File: config.mk
export PLATFORM = sky130hd
export DESIGN_NAME = lut_config_loader
export DESIGN_NICKNAME = d
export VERILOG_FILES = /design/src/rtl/lut_cfg_pkg.sv /design/src/rtl/lut_config_loader_shifter.sv /design/src/rtl/lut_config_loader.sv
export SDC_FILE = /design/constraint.sdc
export NUM_CORES = 1
export LEC_CHECK = 0
export ABC_AREA = 1
export BUFFER_PORTS_ARGS = -buffer_cell sky130_fd_sc_hd__buf_2
export CAP_MARGIN = 20
export CORE_MARGIN = 1
export CORE_UTILIZATION = 49
export DETAILED_ROUTE_END_ITERATION = 10
export GPL_ROUTABILITY_DRIVEN = 0
export PLACE_DENSITY = 0.75
export SETUP_SLACK_MARGIN = 0.15
export SLEW_MARGIN = 20
export SYNTH_ARGS = -nofsm -noshare
export SYNTH_HDL_FRONTEND = slang
export SYNTH_HIERARCHICAL = 1
export SYNTH_SLANG_ARGS = --single-unit
File: constraint.sdc
create_clock -name cclk -period 2.09 [get_ports cclk]
set_clock_uncertainty 0.2 [all_clocks]
set_input_delay 0.418 -clock cclk [delete_from_list [all_inputs] [get_ports cclk]]
set_output_delay 0.418 -clock cclk [all_outputs]
set_load 0.05 [all_outputs]
File: src/rtl/lut_cfg_pkg.sv
// Shared types and sizing helpers for the LUT configuration loader.
// Contents:
//   state_e         - loader FSM states
//   cfg_width       - frame width for a (split) LUT with a given input count
//   words_per_frame - bitstream words needed to fill one frame
//   cnt_width       - counter width for a modulus, never below 1 bit
package lut_cfg_pkg;

    typedef enum logic [2:0] {
        StIdle,
        StLoad,
        StCommit,
        StCheck,
        StDone
    } state_e;

    localparam int unsigned DefInputs = 4;

    // A split LUT carries two half-LUT memories in one frame.
    function automatic int unsigned cfg_width(input int unsigned inputs, input bit split);
        int unsigned mem_size;
        mem_size = 32'd1 << inputs;
        return split ? 2 * mem_size : mem_size;
    endfunction

    function automatic int unsigned words_per_frame(input int unsigned cfg_w,
                                                    input int unsigned word_w);
        return cfg_w / word_w;
    endfunction

    function automatic int unsigned cnt_width(input int unsigned n);
        return (n > 1) ? $clog2(n) : 1;
    endfunction

endpackage

File: src/rtl/lut_config_loader_shifter.sv
// cfg_frame_shifter: MSB-first frame assembly register.
// Ports:
//   clk        in   clock
//   rst        in   synchronous active-high reset
//   clear      in   restart word counting (start of a sequence)
//   load       in   shift din in this cycle
//   din        in   WORD_W bitstream word
//   frame_next out  frame including din; the complete frame when last is high
//   last       out  din is the final word of the current frame
module cfg_frame_shifter
    import lut_cfg_pkg::*;
#(
    parameter int unsigned CFG_W  = 32,
    parameter int unsigned WORD_W = 8
) (
    input  logic              clk,
    input  logic              rst,
    input  logic              clear,
    input  logic              load,
    input  logic [WORD_W-1:0] din,
    output logic [CFG_W-1:0]  frame_next,
    output logic              last
);

    localparam int unsigned WPF = words_per_frame(CFG_W, WORD_W);
    localparam int unsigned CW  = cnt_width(WPF);

    logic [CFG_W-1:0] frame_q;
    logic [CW-1:0]    word_cnt;

    // Older words move toward the MSB; with CFG_W == WORD_W the shift empties frame_q.
    assign frame_next = (frame_q << WORD_W) | CFG_W'(din);
    assign last       = load && (word_cnt == CW'(WPF - 1));

    always_ff @(posedge clk) begin
        if (rst || clear) begin
            frame_q  <= '0;
            word_cnt <= '0;
        end else if (load) begin
            frame_q  <= frame_next;
            word_cnt <= last ? '0 : word_cnt + CW'(1);
        end
    end

endmodule

File: src/rtl/lut_config_loader.sv
// lut_config_loader: assembles word-serial bitstream frames and writes one frame per target
// LUT by pulsing its cen while the frame sits on the shared config bus.
// Optional feature: define LUT_CONFIG_LOADER_CHECKSUM_EN to add a trailing XOR checksum word
// after the last frame; otherwise err is tied low.
// Ports:
//   cclk       in   configuration clock
//   rst        in   synchronous active-high reset (aborts a sequence in flight)
//   start      in   begin a load sequence (honoured in idle/done only)
//   in_data    in   bitstream word
//   in_valid   in   in_data valid
//   in_ready   out  word accepted this cycle when in_valid is high
//   config_out out  shared config bus, updated only on commit
//   cen_out    out  one-hot, one-cycle write strobe per target
//   busy       out  sequence in progress
//   done       out  sequence completed, held until next start
//   err        out  checksum mismatch, held until next start
module lut_config_loader
    import lut_cfg_pkg::*;
#(
    parameter int unsigned INPUTS      = DefInputs,
    parameter int unsigned CFG_W       = cfg_width(INPUTS, 1'b1),
    parameter int unsigned WORD_W      = 8,
    parameter int unsigned NUM_TARGETS = 4
) (
    input  logic                   cclk,
    input  logic                   rst,
    input  logic                   start,
    input  logic [WORD_W-1:0]      in_data,
    input  logic                   in_valid,
    output logic                   in_ready,
    output logic [CFG_W-1:0]       config_out,
    output logic [NUM_TARGETS-1:0] cen_out,
    output logic                   busy,
    output logic                   done,
    output logic                   err
);

    localparam int unsigned TW = cnt_width(NUM_TARGETS);

    state_e           state;
    logic [TW-1:0]    tgt_idx;
    logic             load;
    logic             start_ok;
    logic             frame_last;
    logic [CFG_W-1:0] frame_next;

    assign load     = (state == StLoad) && in_valid && in_ready;
    assign start_ok = start && ((state == StIdle) || (state == StDone));

    cfg_frame_shifter #(
        .CFG_W (CFG_W),
        .WORD_W(WORD_W)
    ) u_shifter (
        .clk       (cclk),
        .rst       (rst),
        .clear     (start_ok),
        .load      (load),
        .din       (in_data),
        .frame_next(frame_next),
        .last      (frame_last)
    );

`ifdef LUT_CONFIG_LOADER_CHECKSUM_EN
    logic [WORD_W-1:0] acc;
`else
    assign err = 1'b0;
`endif

    always_ff @(posedge cclk) begin
        if (rst) begin
            state      <= StIdle;
            in_ready   <= 1'b0;
            cen_out    <= '0;
            config_out <= '0;
            busy       <= 1'b0;
            done       <= 1'b0;
            tgt_idx    <= '0;
`ifdef LUT_CONFIG_LOADER_CHECKSUM_EN
            acc        <= '0;
            err        <= 1'b0;
`endif
        end else begin
            // Strobe is a single-cycle pulse unless commit re-asserts it.
            cen_out <= '0;
            unique case (state)
                StIdle, StDone: begin
                    if (start) begin
                        state    <= StLoad;
                        in_ready <= 1'b1;
                        busy     <= 1'b1;
                        done     <= 1'b0;
                        tgt_idx  <= '0;
`ifdef LUT_CONFIG_LOADER_CHECKSUM_EN
                        acc      <= '0;
                        err      <= 1'b0;
`endif
                    end
                end
                StLoad: begin
                    if (load) begin
`ifdef LUT_CONFIG_LOADER_CHECKSUM_EN
                        acc <= acc ^ in_data;
`endif
                        if (frame_last) begin
                            state      <= StCommit;
                            in_ready   <= 1'b0;
                            cen_out    <= NUM_TARGETS'(1) << tgt_idx;
                            config_out <= frame_next;
                        end
                    end
                end
                StCommit: begin
                    if (tgt_idx == TW'(NUM_TARGETS - 1)) begin
`ifdef LUT_CONFIG_LOADER_CHECKSUM_EN
                        state    <= StCheck;
                        in_ready <= 1'b1;
`else
                        state    <= StDone;
                        busy     <= 1'b0;
                        done     <= 1'b1;
`endif
                    end else begin
                        state    <= StLoad;
                        in_ready <= 1'b1;
                        tgt_idx  <= tgt_idx + TW'(1);
                    end
                end
`ifdef LUT_CONFIG_LOADER_CHECKSUM_EN
                StCheck: begin
                    // Trailer word is compared only, never written to a target.
                    if (in_valid) begin
                        err      <= (in_data != acc);
                        state    <= StDone;
                        in_ready <= 1'b0;
                        busy     <= 1'b0;
                        done     <= 1'b1;
                    end
                end
`endif
                default: begin
                    state    <= StIdle;
                    in_ready <= 1'b0;
                    busy     <= 1'b0;
                end
            endcase
        end
    end

endmodule

# Word level (Yosys, flattened, before mapping)
# Index checks and enable logic that the tools add are counted.
# W data, S select, Z words.
[totals]
reg_bits = 70
inputBits = 12
out_inout_bits = 40
[op_classes]
add_sub_neg = 2
n_eq_ne = 10
shift = 1
muxes = 19
bitwise_logic = 4
n_reduce_logical = 16
[ops]
columns = ["op", "count"]
rows = [
  ["$or A32 B8 Y32", 1],
  ["$reduce_and A3 Y1", 5],
  ["$mux W3", 4],
  ["$pmux W3 S3", 1],
  ["$mux W1", 7],
  ["$mux W2", 3],
  ["$ne A2 B2 Y1 const B", 3],
  ["$pmux W1 S3", 2],
  ["$add A2 B1 Y2 const B", 2],
  ["$eq A2 B2 Y1 const B", 2],
  ["$logic_and A1 B1 Y1", 4],
  ["$ne A2 B1 Y1 const B", 2],
  ["$pmux W2 S2", 1],
  ["$reduce_and A4 Y1", 1],
  ["$reduce_or A4 Y1", 1],
  ["$shl A1 B2 Y4 const A", 1],
  ["$eq A3 B1 Y1 const B", 1],
  ["$eq A3 B2 Y1 const B", 1],
  ["$eq A3 B3 Y1 const B", 1],
  ["$logic_not A3 Y1", 1],
  ["$not A1 Y1", 3],
  ["$logic_or A1 B1 Y1", 2],
  ["$pmux W1 S2", 1],
  ["$reduce_bool A2 Y1", 1],
  ["$reduce_or A2 Y1", 1],
]

# Logic depth before layout (Yosys ltp)
[logic_depth]
word_depth = 7
depth_mapped = 12
mapped_depth_nobuf = 10

# Hierarchy
# The synthesis kept the hierarchy.
[by_module_without_submodules]
columns = ["mod", "n_inst", "cells_each", "area_each_um2"]
rows = [
  ["lut_config_loader", 1, 207, 1636.6],
  ["cfg_frame_shifter", 1, 176, 1173.6],
]

# Least setup slack after synthesis
# No wires, ideal clock.
[synth_path]
kind = "register to register"
from = "register in_ready"
to = "register config_out[10]"
setup_time_ns = 0.071
arrival_ns = 2.091
path_slack_ns = -0.271
path_stages_with_launch = 12
path_buffers = 3
synth_period_minus_slack_ns = 2.361
path_cell_list = "dfxtp_1 -> nand2_1 -> nor2_2 -> buf_4 -> buf_4 -> nand2_1 -> inv_1 -> inv_1 -> nor3_4 -> buf_2 -> nand2_1 -> a21oi_1"
[synth_via]
elab_chain_cells = 3
[synth_rtl]
columns = ["item", "line_no", "text"]
rows = [
  ["start, declared", "lut_config_loader.sv:30", "output logic in_ready,"],
  ["start signal, assigned", "lut_config_loader.sv:72", "in_ready <= 1'b0;"],
  ["start signal, assigned", "lut_config_loader.sv:89", "in_ready <= 1'b1;"],
  ["start signal, assigned", "lut_config_loader.sv:106", "in_ready <= 1'b0;"],
  ["$logic_and A1 B1 Y1", "lut_config_loader.sv:47", "assign load = (state == StLoad) && in_valid && in_ready;"],
  ["net load", "lut_config_loader.sv:42", "logic load;"],
  ["$logic_and A1 B1 Y1", "lut_config_loader_shifter.sv:33", "assign last = load && (word_cnt == CW'(WPF - 1));"],
  ["net frame_last", "lut_config_loader.sv:44", "logic frame_last;"],
  ["$reduce_and A3 Y1 (no line)", "--", ""],
  ["end signal, assigned", "lut_config_loader.sv:108", "config_out <= frame_next;"],
  ["end, declared", "lut_config_loader.sv:31", "output logic [CFG_W-1:0] config_out,"],
]
# The timed path passes the listed nets, and every way through them passes these cells.
# A chain may end at the register's enable or synchronous reset.

# Worst setup path in the final report
[layout_path]
from = "register state[1]"
to = "register config_out[18]"
[layout_via]
elab_chain_cells = 5
[layout_rtl]
columns = ["item", "line_no", "text"]
rows = [
  ["start, declared", "lut_config_loader.sv:40", "state_e state;"],
  ["start signal, assigned", "lut_config_loader.sv:71", "state <= StIdle;"],
  ["start signal, assigned", "lut_config_loader.sv:88", "state <= StLoad;"],
  ["start signal, assigned", "lut_config_loader.sv:105", "state <= StCommit;"],
  ["$eq A3 B1 Y1", "lut_config_loader.sv:47", ""],
  ["$logic_and A1 B1 Y1 (2 in a row)", "lut_config_loader.sv:47", ""],
  ["net load", "lut_config_loader.sv:42", ""],
  ["$logic_and A1 B1 Y1", "lut_config_loader_shifter.sv:33", ""],
  ["net frame_last", "lut_config_loader.sv:44", ""],
  ["$reduce_and A3 Y1 (no line)", "--", ""],
]
# The timed path passes the listed nets, and every way through them passes these cells.

==> summary.md <==
| Metric | Value |
|---|---|
| Outcome | `finished clean` |
| CTS Hold Bufs | `0` |
| Gr usage total | `between 10% and 20%` |
| Vias in the first global route | `~2,200` |
| Synth Area in Adders | `less than 1%` |
| Cell area after layout | `approximately 0.0034 mm2` |
| Clk pwr share | `45.4%` |
| Die Span Y | `just under 80 um` |
| Syn. warnings | `6` |
| Final count of pins violating max slew | `0` |
| Layout area overhead | `19.2%` |
| Complex-gate fraction of the synthesized area | `7.84%` |
| Final Hold Viols | `0` |
| Met2 WL post-DR | `~2700 um` |
| Max Used Layer | `met4` |
| CTS Sinks | `70` |
| RSZ-0062 raised after global routing | `no` |
| # setup viols final | `0` |
| Setup CP Type | `flop to flop` |
| Most common cell in the netlist | `nand2_1` |
| Max FO, Critical Path | `16` |
| Dpl cell area | `slightly above 0.003 mm2` |
| Simple-gate share of the synthesized area | `slightly below 30%` |
| Rows | `27` |
| Max-Cap Viols | `0` |
| Final non-filler cell total | `505` |
| Pin count of the biggest net entering global routing | `53` |
| Setup ws final | `0.233 ns` |
| Die footprint | `between 0.006 and 0.007 mm2` |
| Pwr Density | `roughly 840 mW/mm2` |
| Crit path capture type | `flop` |
| CTS Root Cell | `clkbuf_8` |
| Setup crit start kind | `flop` |
| Vias | `around 2,400` |
| Metal-1 WL | `around 2600 um` |
| Detailed Routing Iterations Pass 1 | `4` |
| Int Power | `about 2.2 mW` |
| CP top delay family | `buffers and inverters` |
| Post-DP HPWL | `approximately 3600 um` |
| Final #Nets | `between 400 and 500` |
| Mapped Cells | `roughly 380` |
| FFs w/ async S/R, synth | `0%` |
| Register area share after synthesis | `roughly half` |
| Sequential fraction of design power | `around half` |
| Net Switching | `approximately 610 uW` |
| Ant diodes | `0` |
| Crit path time final | `~1.9 ns` |
| Die width | `between 70 and 80 um` |
| Synth top cells by count | `nand2_1 (125), dfxtp_1 (70), nor2_1 (61), a21oi_1 (40), inv_1 (38)` |
| Post-synthesis xor/xnor area fraction | `0%` |
| Combinational Power Share | `under 10%` |
| Final period utilization | `88.9%` |
| CTS tree | `done` |
| Leakage | `approximately 1.4 nW` |
| Clock transition at the registers of the reported paths | `roughly 0.070 ns` |
| Initial Util | `approximately half` |
| Post-DR wirelength/cell | `11.3 um` |
| Mux contribution to synthesized area | `0%` |
| Peak VDD IR | `between 0.4 and 0.5 mV` |
| Slowest CP cell | `dfxtp_2` |
| Routed wire length | `5690 um` |
| R2R setup slack | `~0.23 ns` |
| Syn_nets | `between 300 and 400` |
| Placed cell count | `between 400 and 500` |
| Post-synth EDFFs | `0` |
| Crit path DAT | `1.92 ns` |
| Register bit total from synthesis | `70` |
| Share of the synthesized area in the top cell type | `approximately half` |
| Initial antenna violation count | `0` |
| CP required | `between 2 and 2.5 ns` |
| Syn Std Cell Area | `0.00281 mm2` |
| Vias per std cell | `about 4.7` |
| # IOs | `52` |
| Setup_tns | `0 ns` |
| Total core area | `around 0.0055 mm2` |
| Iter 0 DRT Violations | `98` |
| Post-synth top area cell | `dfxtp_1` |
| First-pass GRT wire length | `9370 um` |
| Worst path max stage delay | `0.36 ns` |
| Share of layout cells above drive strength 1 | `20.1%` |
| Met3 wire length | `approximately 280 um` |
| Netlist cell types | `21` |
| Crit path cell chain | `inv_2 > nand3_4 > nor2_4 > nand2_1 > inv_1 > inv_1 > nor3_4 > buf_6 > clkbuf_16 > nand2_1 > a21oi_1` |
| Largest cells by area after synthesis | `dfxtp_1 (50%), nand2_1 (17%), nor2_1 (8.1%)` |
| Clock Latency Late Sink | `about 0.33 ns` |
| Crit path buf inv count | `5` |
| Fmax achieved | `around 540 MHz` |
| Num CTS Buffers | `9` |
| DRT antenna net count | `0` |
| Syn avg cell area | `between 7 and 8 um2` |
| Largest family of logic cells by synthesized area | `simple AND/OR/NAND/NOR gates` |
| IO Port Bufs | `50` |
| DP Worst Slack | `approximately 0.28 ns` |
| H-tree Lvls | `3` |
| Ys flop type | `dfxtp_1` |
| Overflow after GRT | `0` |
| # DRC | `0` |
| Min-delay worst type | `input port to flop` |
| Switching Share | `about 21%` |
| Max clock buf depth | `2` |
==> layout make-up <==
cell class,instances,area (um2)
repair buffers,61,397
multi-input cells,247,1070
flip-flops and latches,70,1410
well taps,72,90.1
clock buffers,14,184
inverters,39,146
clock inverters,2,60.1
fillers,523,2160
==> layout by cell type, fill, tap and decap left out <==
cell,synthesis,layout
a21oi_1,40,40
and3_1,1,1
buf_12,0,2
buf_2,4,50
buf_4,12,6
buf_6,7,1
bufinv_16,0,2
clkbuf_1,4,2
clkbuf_16,0,3
clkbuf_8,0,11
conb_1,1,1
dfxtp_1,70,67
dfxtp_2,0,2
dfxtp_4,0,1
ha_1,2,2
inv_1,38,37
inv_2,1,2
nand2_1,125,124
nand2_2,1,2
nand3_1,6,6
nand3_4,1,1
nand4_1,1,1
nor2_1,61,61
nor2_4,2,3
nor3_4,1,1
o21ai_0,4,4
==> worst paths after layout <==
check / endpoint / cells after the start / start
worst min register to register: config_out[30]$_SDFFE_PP0P_ / 2 / u_shifter/frame_q[22]$_SDFFE_PP0P_
worst max register to register: config_out[18]$_SDFFE_PP0P_ / 11 / state[1]$_SDFFE_PP0P_
worst min-delay path: config_out[7]$_SDFFE_PP0P_ / 3 / in_data[7]
worst max-delay path: config_out[18]$_SDFFE_PP0P_ / 11 / state[1]$_SDFFE_PP0P_
==> metal layers <==
metal	GRT usage, %	vias up
li1	-	1237
met1	23.3	1079
met2	33.4	52
met3	5.65	5
met4	7.92	0
met5	0	-
==> cells by family (layout without fill, tap and decap cells) <==
group	count (synthesis)	after routing
compound gates	44	44
fa+ha+maj	2	2
flops	70	70
buf+inv	66	116
other cells	1	1
simple gates	200	200
==> power by group through the flow <==
stage / Combinational, mW / Sequential (mW) / Clock (mW)
after global placement: 0.169 / 1.40 / 0
after detailed placement: 0.172 / 1.40 / 0
after CTS: 0.174 / 1.37 / 1.31
final: 0.174 / 1.37 / 1.29
after global routing: 0.200 / 1.37 / 1.38
after floorplan: 0.137 / 1.41 / 0
==> worst register-to-register path: cells and delay by family, from the launching register on <==
kind | cells | cell delay, ns
AOI/OAI and AO/OA | 1 | 0.12
buffers and inverters | 5 | 0.57
and+or+nand+nor | 5 | 0.55
DFF | 1 | 0.36
==> per-stage QoR <==
| step | utilization, % | power (mW) | hold WS, ns |
|---|---|---|---|
| floorplan | - | 1.55 | 0.230 |
| global placement | 55.0 | 1.57 | 0.249 |
| detailed placement | 55.0 | 1.57 | 0.253 |
| CTS | 59.4 | 2.85 | 0.127 |
| global route | 60.8 | 2.95 | 0.132 |
| finish | 60.8 | 2.83 | 0.135 |
==> sequential cells by signal, summed over array words and instances, names as in the netlist <==
register,cells
u_shifter/word_cnt,2
u_shifter/frame_q,24
busy,1
in_ready,1
config_out,32
done,1
tgt_idx,2
cen_out,4
state,3
==> what timing repair did <==
item | in CTS | in global routing
setup buffers | 0 | 3
setup endpoints to repair | 0 | 1
gates resized for setup | 0 | 4
No activity file was read; power rests on OpenSTA's default activity.
